==> src/rtl/score_keeper.sv <==
// -----------------------------------------------------------------------------
// score_keeper
//   Game score keeper. Qualified game ticks are divided down by TICK_DIV and
//   each divider wrap adds one point to a packed-BCD score (ripple carry,
//   saturating at all nines). Every 100-point crossing pulses milestone and
//   bumps a saturating speed level. An optional high-score register captures
//   the score at game_over when it beats the stored best.
//
//   Optional feature macro: SCORE_KEEPER_HIGH_SCORE_EN
//     defined   -> high_score register, compare and new_high pulse present
//     undefined -> high_score and new_high tied to 0, no compare logic
//
// Parameters
//   NUM_DIGITS  number of BCD score digits (3..8)
//   TICK_DIV    qualified ticks per score increment (1..15)
//   LEVEL_W     width of the level counter
//
// Ports
//   clk          in   rising-edge clock
//   rst          in   synchronous active-high reset
//   game_start   in   one-cycle pulse, starts a new run (clears score/level/divider)
//   game_over    in   one-cycle pulse, ends the run (high-score compare)
//   game_frozen  in   level; while high, game ticks are ignored
//   game_tick    in   one-cycle pulse at the game rate
//   score        out  current score, packed BCD, digit 0 in [3:0]
//   high_score   out  best score since reset, packed BCD
//   level        out  speed level, +1 per 100 points, saturating
//   milestone    out  one-cycle pulse on each 100-point crossing
//   new_high     out  one-cycle pulse when high_score is replaced
// -----------------------------------------------------------------------------
module score_keeper #(
  parameter int NUM_DIGITS = 5,
  parameter int TICK_DIV   = 1,
  parameter int LEVEL_W    = 3
) (
  input  logic                    clk,
  input  logic                    rst,
  input  logic                    game_start,
  input  logic                    game_over,
  input  logic                    game_frozen,
  input  logic                    game_tick,
  output logic [4*NUM_DIGITS-1:0] score,
  output logic [4*NUM_DIGITS-1:0] high_score,
  output logic [LEVEL_W-1:0]      level,
  output logic                    milestone,
  output logic                    new_high
);

  localparam int SW = 4 * NUM_DIGITS;

  logic [3:0]    div_cnt;
  logic          qual_tick;
  logic          div_wrap;
  logic [SW-1:0] score_inc;
  logic          all_nine;
  logic          carry;

  // game_start wins over a tick in the same cycle; frozen suppresses ticks.
  assign qual_tick = game_tick & ~game_frozen & ~game_start;
  assign div_wrap  = qual_tick && (div_cnt == 4'(TICK_DIV - 1));

  // Ripple-carry BCD +1. A nine rolls to zero and passes the carry on; the
  // first digit below nine absorbs it. all_nine flags the saturated score.
  always_comb begin
    score_inc = score;
    carry     = 1'b1;
    all_nine  = 1'b1;
    for (int d = 0; d < NUM_DIGITS; d++) begin
      if (score[4*d +: 4] != 4'd9) all_nine = 1'b0;
      if (carry) begin
        if (score[4*d +: 4] == 4'd9) begin
          score_inc[4*d +: 4] = 4'd0;
        end else begin
          score_inc[4*d +: 4] = score[4*d +: 4] + 4'd1;
          carry = 1'b0;
        end
      end
    end
  end

  // Score, level, divider and milestone.
  always_ff @(posedge clk) begin
    if (rst) begin
      score     <= '0;
      level     <= '0;
      div_cnt   <= 4'd0;
      milestone <= 1'b0;
    end else begin
      milestone <= 1'b0;
      if (game_start) begin
        score   <= '0;
        level   <= '0;
        div_cnt <= 4'd0;
      end else if (qual_tick) begin
        if (div_wrap) begin
          div_cnt <= 4'd0;
          // At all nines the score holds: no wrap and no milestone.
          if (!all_nine) begin
            score <= score_inc;
            if (score_inc[7:0] == 8'h00) begin
              milestone <= 1'b1;
              if (level != {LEVEL_W{1'b1}}) level <= level + LEVEL_W'(1);
            end
          end
        end else begin
          div_cnt <= div_cnt + 4'd1;
        end
      end
    end
  end

`ifdef SCORE_KEEPER_HIGH_SCORE_EN
  // With every digit held in 0..9, a plain unsigned compare of the packed
  // vectors orders BCD values correctly. The compare sees the registered
  // score, i.e. the value before any same-cycle clear or increment.
  // new_high is forced low on the cycle after a pulse so back-to-back
  // game_over pulses cannot hold it high for two cycles.
  always_ff @(posedge clk) begin
    if (rst) begin
      high_score <= '0;
      new_high   <= 1'b0;
    end else begin
      new_high <= 1'b0;
      if (game_over && (score > high_score)) begin
        high_score <= score;
        new_high   <= ~new_high;
      end
    end
  end
`else
  logic unused_game_over;
  assign unused_game_over = game_over;
  assign high_score       = '0;
  assign new_high         = 1'b0;
`endif

endmodule

==> config.mk <==
export PLATFORM = sky130hd
export DESIGN_NAME = score_keeper
export DESIGN_NICKNAME = d
export VERILOG_FILES = /design/src/rtl/score_keeper.sv
export SDC_FILE = /design/constraint.sdc
export NUM_CORES = 1
export LEC_CHECK = 0
export CELL_PAD_IN_SITES_DETAIL_PLACEMENT = 0
export CELL_PAD_IN_SITES_GLOBAL_PLACEMENT = 1
export CORE_MARGIN = 2
export CORE_UTILIZATION = 41
export DETAILED_ROUTE_END_ITERATION = 8
export DONT_BUFFER_PORTS = 1
export PLACE_DENSITY = 0.79
export SLEW_MARGIN = 20
export SYNTH_ARGS = -nofsm -noshare
export SYNTH_HDL_FRONTEND = slang
export SYNTH_SLANG_ARGS = --single-unit
==> constraint.sdc <==
create_clock -name clk -period 1.9 [get_ports clk]
set_input_delay 0.19 -clock clk [delete_from_list [all_inputs] [get_ports clk]]
set_output_delay 0.19 -clock clk [all_outputs]
set_load 0.01 [all_outputs]
==> results of run 1 <==
-- registers in the layout, summed over array words and instances, names as in the netlist --
name / count
score: 20
div_cnt: 4
level: 3
milestone: 1
-- cells in the mapped netlist, types with 2 or more instances --
cell type,number,area share (%)
o21ai_0,3,0.89
nor2_1,26,5.8
inv_1,5,1.1
or4b_1,2,1.2
a211oi_1,2,0.89
mux2i_1,6,3.6
nand3_1,6,1.8
a21oi_1,11,3.3
xnor2_1,6,3.1
a31oi_1,2,0.75
dfxtp_1,28,33
nand2b_1,3,1.1
nor3_1,3,0.89
nor3b_1,5,2.2
nor2b_1,3,1.1
buf_4,22,9.8
a31o_1,2,1.0
nand4_1,3,1.1
nand2_1,19,4.2
and4bb_2,2,1.5
ha_1,4,3.0
clkbuf_1,3,0.67
xor2_1,6,3.1
nand3b_1,2,0.89
-- critical path: stages, from the launching register on --
cell	delay [ns]
dfxtp_2	0.33
inv_1	0.06
ha_1	0.14
nor3b_4	0.20
nand4bb_1	0.21
or4b_4	0.58
a21oi_2	0.14
nor4_2	0.06
-- worst max-delay path by stage --
stage	to	slack, ns	depth (start not counted)	start
2_1_floorplan	score[11]	0.03	8	div_cnt[0]
3_3_place_gp	score[11]	0.06	7	div_cnt[1]
3_5_place_dp	score[11]	0.02	7	div_cnt[1]
4_1_cts	score[11]	0.02	7	div_cnt[1]
5_1_grt	score[15]	-0.05	9	div_cnt[1]
6_report	score[11]	0.06	7	div_cnt[1]
-- area by class of cell --
cell class | count | area (µm²)
fillers | 413 | 2040
well taps | 50 | 62.6
repair buffers | 29 | 220
multi-input cells | 156 | 1010
inverters | 5 | 18.8
flip-flops and latches | 28 | 563
clock buffers | 4 | 55.1
-- layer usage --
| layer | share of wire [%] | global-route usage (%) |
|---|---|---|
| met4 | 0.76 | 3.75 |
| met5 | 0 | 0 |
| met2 | 45 | 23.5 |
| met1 | 47 | 16.5 |
| met3 | 7.2 | 5.76 |
-- kinds of logic (layout without fill, tap and decap cells) --
family          after synthesis  after routing
simple gates                 88             88
buf+inv                      32             38
flops                        28             28
compound gates               25             25
xor+xnor                     12             12
mux                           6              6
fa+ha+maj                     4              4
other cells                   1             21
-- what timing repair did --
item | CTS | global route
hold endpoints to repair | 1 | 0
hold buffers | 1 | 0
resized for setup | 0 | 7
endpoints found under the setup margin | 0 | 7
setup buffers | 0 | 3
-- stage by stage --
| stage | hold WS [ns] | total power, W |
|---|---|---|
| after detailed placement | 0.265 | 0.000650 |
| after global routing | 0.104 | 0.00104 |
| after global placement | 0.264 | 0.000650 |
| final | 0.0805 | 0.00101 |
| after floorplan | 0.262 | 0.000673 |
| after CTS | 0.0760 | 0.00102 |
-- where the power goes --
| part | internal (W) | switching [W] | total, W | leakage, nW |
|---|---|---|---|---|
| registers | 0.000587 | 0.000000489 | 0.000588 | 0.226 |
| logic | 0.0000123 | 0.0000385 | 0.0000507 | 0.501 |
| clock network | 0.000185 | 0.000182 | 0.000368 | 0.0288 |
==> metrics.csv, run 1 <==
metric;value;unit
slew_violations;0;
leakage;0.757;nW
tightest_slew;0.558;ns
clockRootBuffer;clkbuf_8;
hold_class;primary input to flop;
hold_depth;2;
synth_simple_gate_area_share;31.1;%
drive_gt1_share;22.5;%
setup_ws;0.0595;ns
synth_edf_count;0;
drt_wl_total;3170;µm
gp_congestion;0.739;
rsz0062_at_grt;true;
tns;0;ns
synth_compound_area_share;10.3;%
vias;1326;
cts_buffer_depth;2;
reg2reg_depth;7;
ios;51;
rows;23;
slew_headroom;62.7;%
r2r_start;div_cnt[1];
grt_max_degree;22;
design_area;1930;µm²
cts.clk_slew.worst_paths;0.09;ns
cts_tree;built;
postRouteAntennaNets;0;
io_buffers;0;
fmax;543;MHz
drtIter0Drc;30;
fin_nets;233;
syn2layout_area_growth;14.8;%
critPathMaxFanout;4;
coreArea;3970;µm²
cp.required;2.05;ns
cp-start-kind;flop;
worstPathArrival;1.99;ns
seq_area_frac_synth;33.4;%
powerDensity;522;nW/µm²
ys.warnings.count;0;
synth_seq_cells;28;
synth-main-ff-cell;dfxtp_1;
end_kind;flop;
dpl.cell_count;264;
hold_violations;0;
cts_made_buffers;3;
grt_overflow;0;
finalCritPeriodShare;96.9;%
die-area;4620;µm²
drtPass1Iterations;4;
fin_util;48.6;%
synth_top_family_by_area;simple AND/OR/NAND/NOR gates;
finalClockSkew;0.00419;ns
muxShareOfSynthArea;3.58;%
grt.total_usage;14.1;%
dp_slack;0.0231;ns
async_flop_share;0;%
final_common_cell;buf_4;
worstSkewPairLatency;0.27;ns
synthAdderAreaFrac;2.98;%
synthCells;196;
critical_path_class;flop to flop;
layout_min_cycle_time;1.84;ns
grt_pass1_vias;1162;
antenna_cells;0;
grt_pass1_wl;4960;µm
syn_area_per_cell;8.57;µm²
clock-sinks;28;
r2r_slack;0.06;ns
ir_drop;0.408;mV
wire_per_inst;11.6;µm
r2r_end;score[11];
finalSetupViolCount;0;
syn-cell-area;1680;µm²
synth_cell_types;46;
post_dp_cell_area;1820;µm²
htreeDepth;1;
hold_end;level[0];
fp.dieW;68.0;µm
die_h;68.0;µm
grt_antenna_before_repair;0;
remaining_drc_errors;0;
final_cell_mix;buf_4, nor2_1, dfxtp_1;
min_from;rst;
status;complete, no violations;
instances_no_fill;272;
start_util;42.3;%
viasPerCell;4.88;
synth_xor_area_share;6.26;%
max_cap_viol_count;0;
dp_hpwl;2380;µm
No activity file was read; power rests on OpenSTA's default activity.
==> inputs of run 2 (changes only) <==
--- a/config.mk
+++ b/config.mk
@@ -7,7 +7,6 @@
 export LEC_CHECK = 0
 export CELL_PAD_IN_SITES_DETAIL_PLACEMENT = 0
 export CELL_PAD_IN_SITES_GLOBAL_PLACEMENT = 1
-export CORE_MARGIN = 2
 export CORE_UTILIZATION = 41
 export DETAILED_ROUTE_END_ITERATION = 8
 export DONT_BUFFER_PORTS = 1
==> metrics.csv, run 2 (synthesis results as in run 1) <==
metric;value;unit
r2r_start;div_cnt[1];
crit_slowest_cell;dfxtp_2;
grt_antenna_before_repair;0;
drt_wl_total;3520;µm
hold_class;primary input to flop;
tightest_slew;0.543;ns
drtIter0Drc;58;
drtPass1Iterations;4;
crit_start;div_cnt[1];
worstSkewPairLatency;0.28;ns
grt_pass1_vias;1279;
worstPathArrival;2.03;ns
critical_path.top_delay_family;simple AND/OR/NAND/NOR gates;
topRoutingLayerUsed;met4;
remaining_drc_errors;0;
max_stage_delay;0.35;ns
status;complete, no violations;
postRouteAntennaNets;0;
critical_path_class;flop to flop;
cts_buffer_depth;2;
finalSetupViolCount;0;
vias;1375;
antenna_cells;0;
clock-sinks;28;
tns;0;ns
rows;22;
die_h;66.0;µm
total_power;0.00112;W
ios;51;
cts_tree;built;
cp.buffers_inverters;2;
powerDensity;579;nW/µm²
p_sw;0.000235;W
wire_per_inst;13.2;µm
wl_met2;1710;µm
post_dp_cell_area;1790;µm²
dr_wl_met3;283;µm
min_from;rst;
intPower;0.000883;W
dpl.cell_count;258;
finalClockSkew;0.00679;ns
leakage;0.738;nW
hold_violations;0;
grt_max_degree;22;
r2r_slack;0.03;ns
io_buffers;0;
design_area;1930;µm²
viasPerCell;5.17;
fin_nets;229;
pwr-share-comb;4.7;%
dp_hpwl;2580;µm
cts_made_buffers;3;
largest_reg_flops;20;
cts.clk_slew.worst_paths;0.10;ns
coreArea;3800;µm²
die-area;4360;µm²
gp_congestion;0.757;
finalCritPeriodShare;98.4;%
drive_gt1_share;21.6;%
cp.required;2.06;ns
end_kind;flop;
final_common_cell;dfxtp_1;
start_util;44.2;%
seqPwrFrac;52.6;%
reg.largest.list;score (20), div_cnt (4), level (3);
final_cell_mix;dfxtp_1, nor2_1, buf_4;
cp-start-kind;flop;
slew_violations;0;
grt.total_usage;16.7;%
critPathMaxFanout;4;
rsz0062_at_grt;true;
layout_min_cycle_time;1.87;ns
p_clk_share;42.7;%
top_register;score;
fmax;535;MHz
grt_overflow;0;
fp.dieW;66.0;µm
crit_chain;inv_2 -> ha_4 -> nor3b_4 -> nand4bb_1 -> buf_4 -> nor3_4 -> mux2i_1 -> a31oi_1;
clockRootBuffer;clkbuf_8;
grt_pass1_wl;5590;µm
met1_length;1490;µm
htreeDepth;1;
instances_no_fill;266;
switching_share;21.0;%
max_cap_viol_count;0;
ir_drop;0.296;mV
slew_headroom;63.7;%
fillers;368;
syn2layout_area_growth;15.0;%
## run 2: what timing repair did
| item | in CTS | in global routing |
|---|---|---|
| gates resized for setup | 0 | 10 |
| setup buffers | 0 | 3 |
| setup endpoints to repair | 0 | 12 |
| hold endpoints to repair | 1 | 0 |
| hold buffers | 1 | 0 |
## run 2: cell type report
type                    count  area (µm²)  share of cell area, %
clock inverters             1        30.0                   1.56
well taps                  48        60.1                   3.11
repair buffers             25         190                   9.85
inverters                   5        18.8                  0.972
clock buffers               3        41.3                   2.14
multi-input cells         156        1030                   53.3
flip-flops and latches     28         562                   29.1
## run 2: worst paths after layout
path               endpoint  cells past startpoint
setup / recovery  score[15]                      8
hold / removal     level[0]                      2
setup reg to reg  score[15]                      8
hold reg to reg    level[2]                      2
## run 2: worst register-to-register path, delay by kind of cell, from the launching register on
| family | cells | cell delay, ns |
|---|---|---|
| DFF | 1 | 0.35 |
| AOI/OAI and AO/OA | 1 | 0.10 |
| and+or+nand+nor | 3 | 0.69 |
| muxes | 1 | 0.22 |
| adders and majority gates | 1 | 0.12 |
| buffers and inverters | 2 | 0.27 |
## run 2: layer usage
metal	track usage [%]	up-vias
met1	18.8	643
li1	-	675
met2	29.5	53
met4	4.26	0
met3	6.21	4
met5	0	-
## run 2: power groups by stage
stage,Sequential (W),Clock (W),Combinational [W]
floorplan,0.000603,0,0.0000706
global placement,0.000602,0,0.0000479
detailed placement,0.000602,0,0.0000485
CTS,0.000588,0.000485,0.0000503
global route,0.000589,0.000510,0.0000588
finish,0.000588,0.000477,0.0000525
## run 2: through the flow
stage	setup slack (ns)	hold WS (ns)	utilization (%)
3_3_place_gp	0.0908	0.265	47.0
4_1_cts	0.0186	0.0795	49.2
3_5_place_dp	0.0497	0.268	47.0
2_1_floorplan	0.0274	0.262	-
5_1_grt	-0.0991	0.0727	50.8
6_report	0.0295	0.0866	50.8
==> inputs of run 3 (changes only) <==
--- a/config.mk
+++ b/config.mk
@@ -11,6 +11,7 @@
 export DETAILED_ROUTE_END_ITERATION = 8
 export DONT_BUFFER_PORTS = 1
 export PLACE_DENSITY = 0.79
+export SKIP_CTS_REPAIR_TIMING = 1
 export SLEW_MARGIN = 20
 export SYNTH_ARGS = -nofsm -noshare
 export SYNTH_HDL_FRONTEND = slang
==> metrics.csv, run 3 (synthesis results as in run 1) <==
metric;value;unit
grt_overflow;0;
worstSkewPairLatency;0.28;ns
hold_end;level[0];
final_common_cell;dfxtp_1;
cts_tree;built;
end_kind;flop;
drtIter0Drc;46;
r2r_start;div_cnt[1];
die-area;4360;µm²
slew_headroom;63.5;%
viasPerCell;5.12;
slew_violations;0;
tightest_slew;0.546;ns
wire_per_inst;13.2;µm
r2r_end;score[15];
post_dp_cell_area;1790;µm²
cts_made_buffers;3;
rsz0062_at_grt;true;
final_cell_mix;dfxtp_1, nor2_1, buf_4;
grt.total_usage;16.7;%
r2r_slack;0.03;ns
fin_nets;229;
leakage;0.738;nW
die_h;66.0;µm
top_register;score;
reg2reg_depth;8;
htreeDepth;1;
cts_buffer_depth;2;
dp_hpwl;2580;µm
cp-start-kind;flop;
fp.dieW;66.0;µm
largest_reg_flops;20;
drtPass1Iterations;4;
design_area;1930;µm²
cts.clk_slew.worst_paths;0.10;ns
whs;0.0864;ns
total_power;0.00112;W
ios;51;
ir_drop;0.296;mV
drive_gt1_share;21.6;%
clockRootBuffer;clkbuf_8;
hold_depth;2;
tns;0;ns
hold_class;primary input to flop;
vias;1361;
drt_wl_total;3510;µm
max_cap_viol_count;0;
fin_util;50.8;%
status;complete, no violations;
syn2layout_area_growth;15.0;%
gp_congestion;0.757;
hold_violations;0;
min_from;rst;
layout_min_cycle_time;1.87;ns
postRouteAntennaNets;0;
grt_pass1_wl;5590;µm
reg.largest.list;score (20), div_cnt (4), level (3);
fillers;368;
finalSetupViolCount;0;
start_util;44.2;%
clock-sinks;28;
io_buffers;0;
fmax;534;MHz
rows;22;
powerDensity;579;nW/µm²
coreArea;3800;µm²
worstPathArrival;2.03;ns
critPathMaxFanout;4;
finalClockSkew;0.00719;ns
cp.required;2.06;ns
antenna_cells;0;
grt_max_degree;22;
grt_antenna_before_repair;0;
grt_pass1_vias;1279;
critical_path_class;flop to flop;
remaining_drc_errors;0;
finalCritPeriodShare;98.5;%
==> run 3: cell type report <==
class	instances	area [µm²]	share of cell area, %
clock buffers	3	41.3	2.14
clock inverters	1	30.0	1.56
inverters	5	18.8	0.972
multi-input cells	156	1030	53.3
flip-flops and latches	28	562	29.1
well taps	48	60.1	3.11
repair buffers	25	190	9.85
==> run 3: worst max path at each step <==
stage	startpoint	end	slack, ns
after floorplan	div_cnt[0]	score[11]	0.03
after CTS	div_cnt[1]	score[11]	0.02
after detailed placement	div_cnt[1]	score[16]	0.05
after global routing	div_cnt[1]	score[13]	-0.1
after global placement	div_cnt[1]	score[11]	0.09
final	div_cnt[1]	score[15]	0.03
==> run 3: report_power, final <==
| group | total, W | switching (W) | internal [W] |
|---|---|---|---|
| registers | 0.000588 | 0.000000696 | 0.000587 |
| clock network | 0.000478 | 0.000195 | 0.000283 |
| logic | 0.0000525 | 0.0000395 | 0.0000130 |
| total | 0.00112 | 0.000235 | 0.000883 |
==> run 3: metrics by stage <==
| step | cells | setup slack, ns |
|---|---|---|
| after floorplan | 216 | 0.0274 |
| after global placement | 258 | 0.0908 |
| after CTS | 262 | 0.0186 |
| final | 266 | 0.0279 |
| after global routing | 266 | -0.0991 |
| after detailed placement | 258 | 0.0497 |
==> run 3: per-layer routing <==
metal	vias up	global-route usage [%]	share of wire (%)
met5	-	0	0
met4	0	4.26	0.97
met1	634	18.8	43
met2	46	29.5	48
li1	677	-	-
met3	4	6.21	7.4
==> run 3: critical path: stages (launching register included) <==
cell	delay, ns
dfxtp_2	0.35
inv_2	0.07
ha_4	0.12
nor3b_4	0.19
nand4bb_1	0.21
buf_4	0.20
nor3_4	0.29
mux2i_1	0.21
a31oi_1	0.10
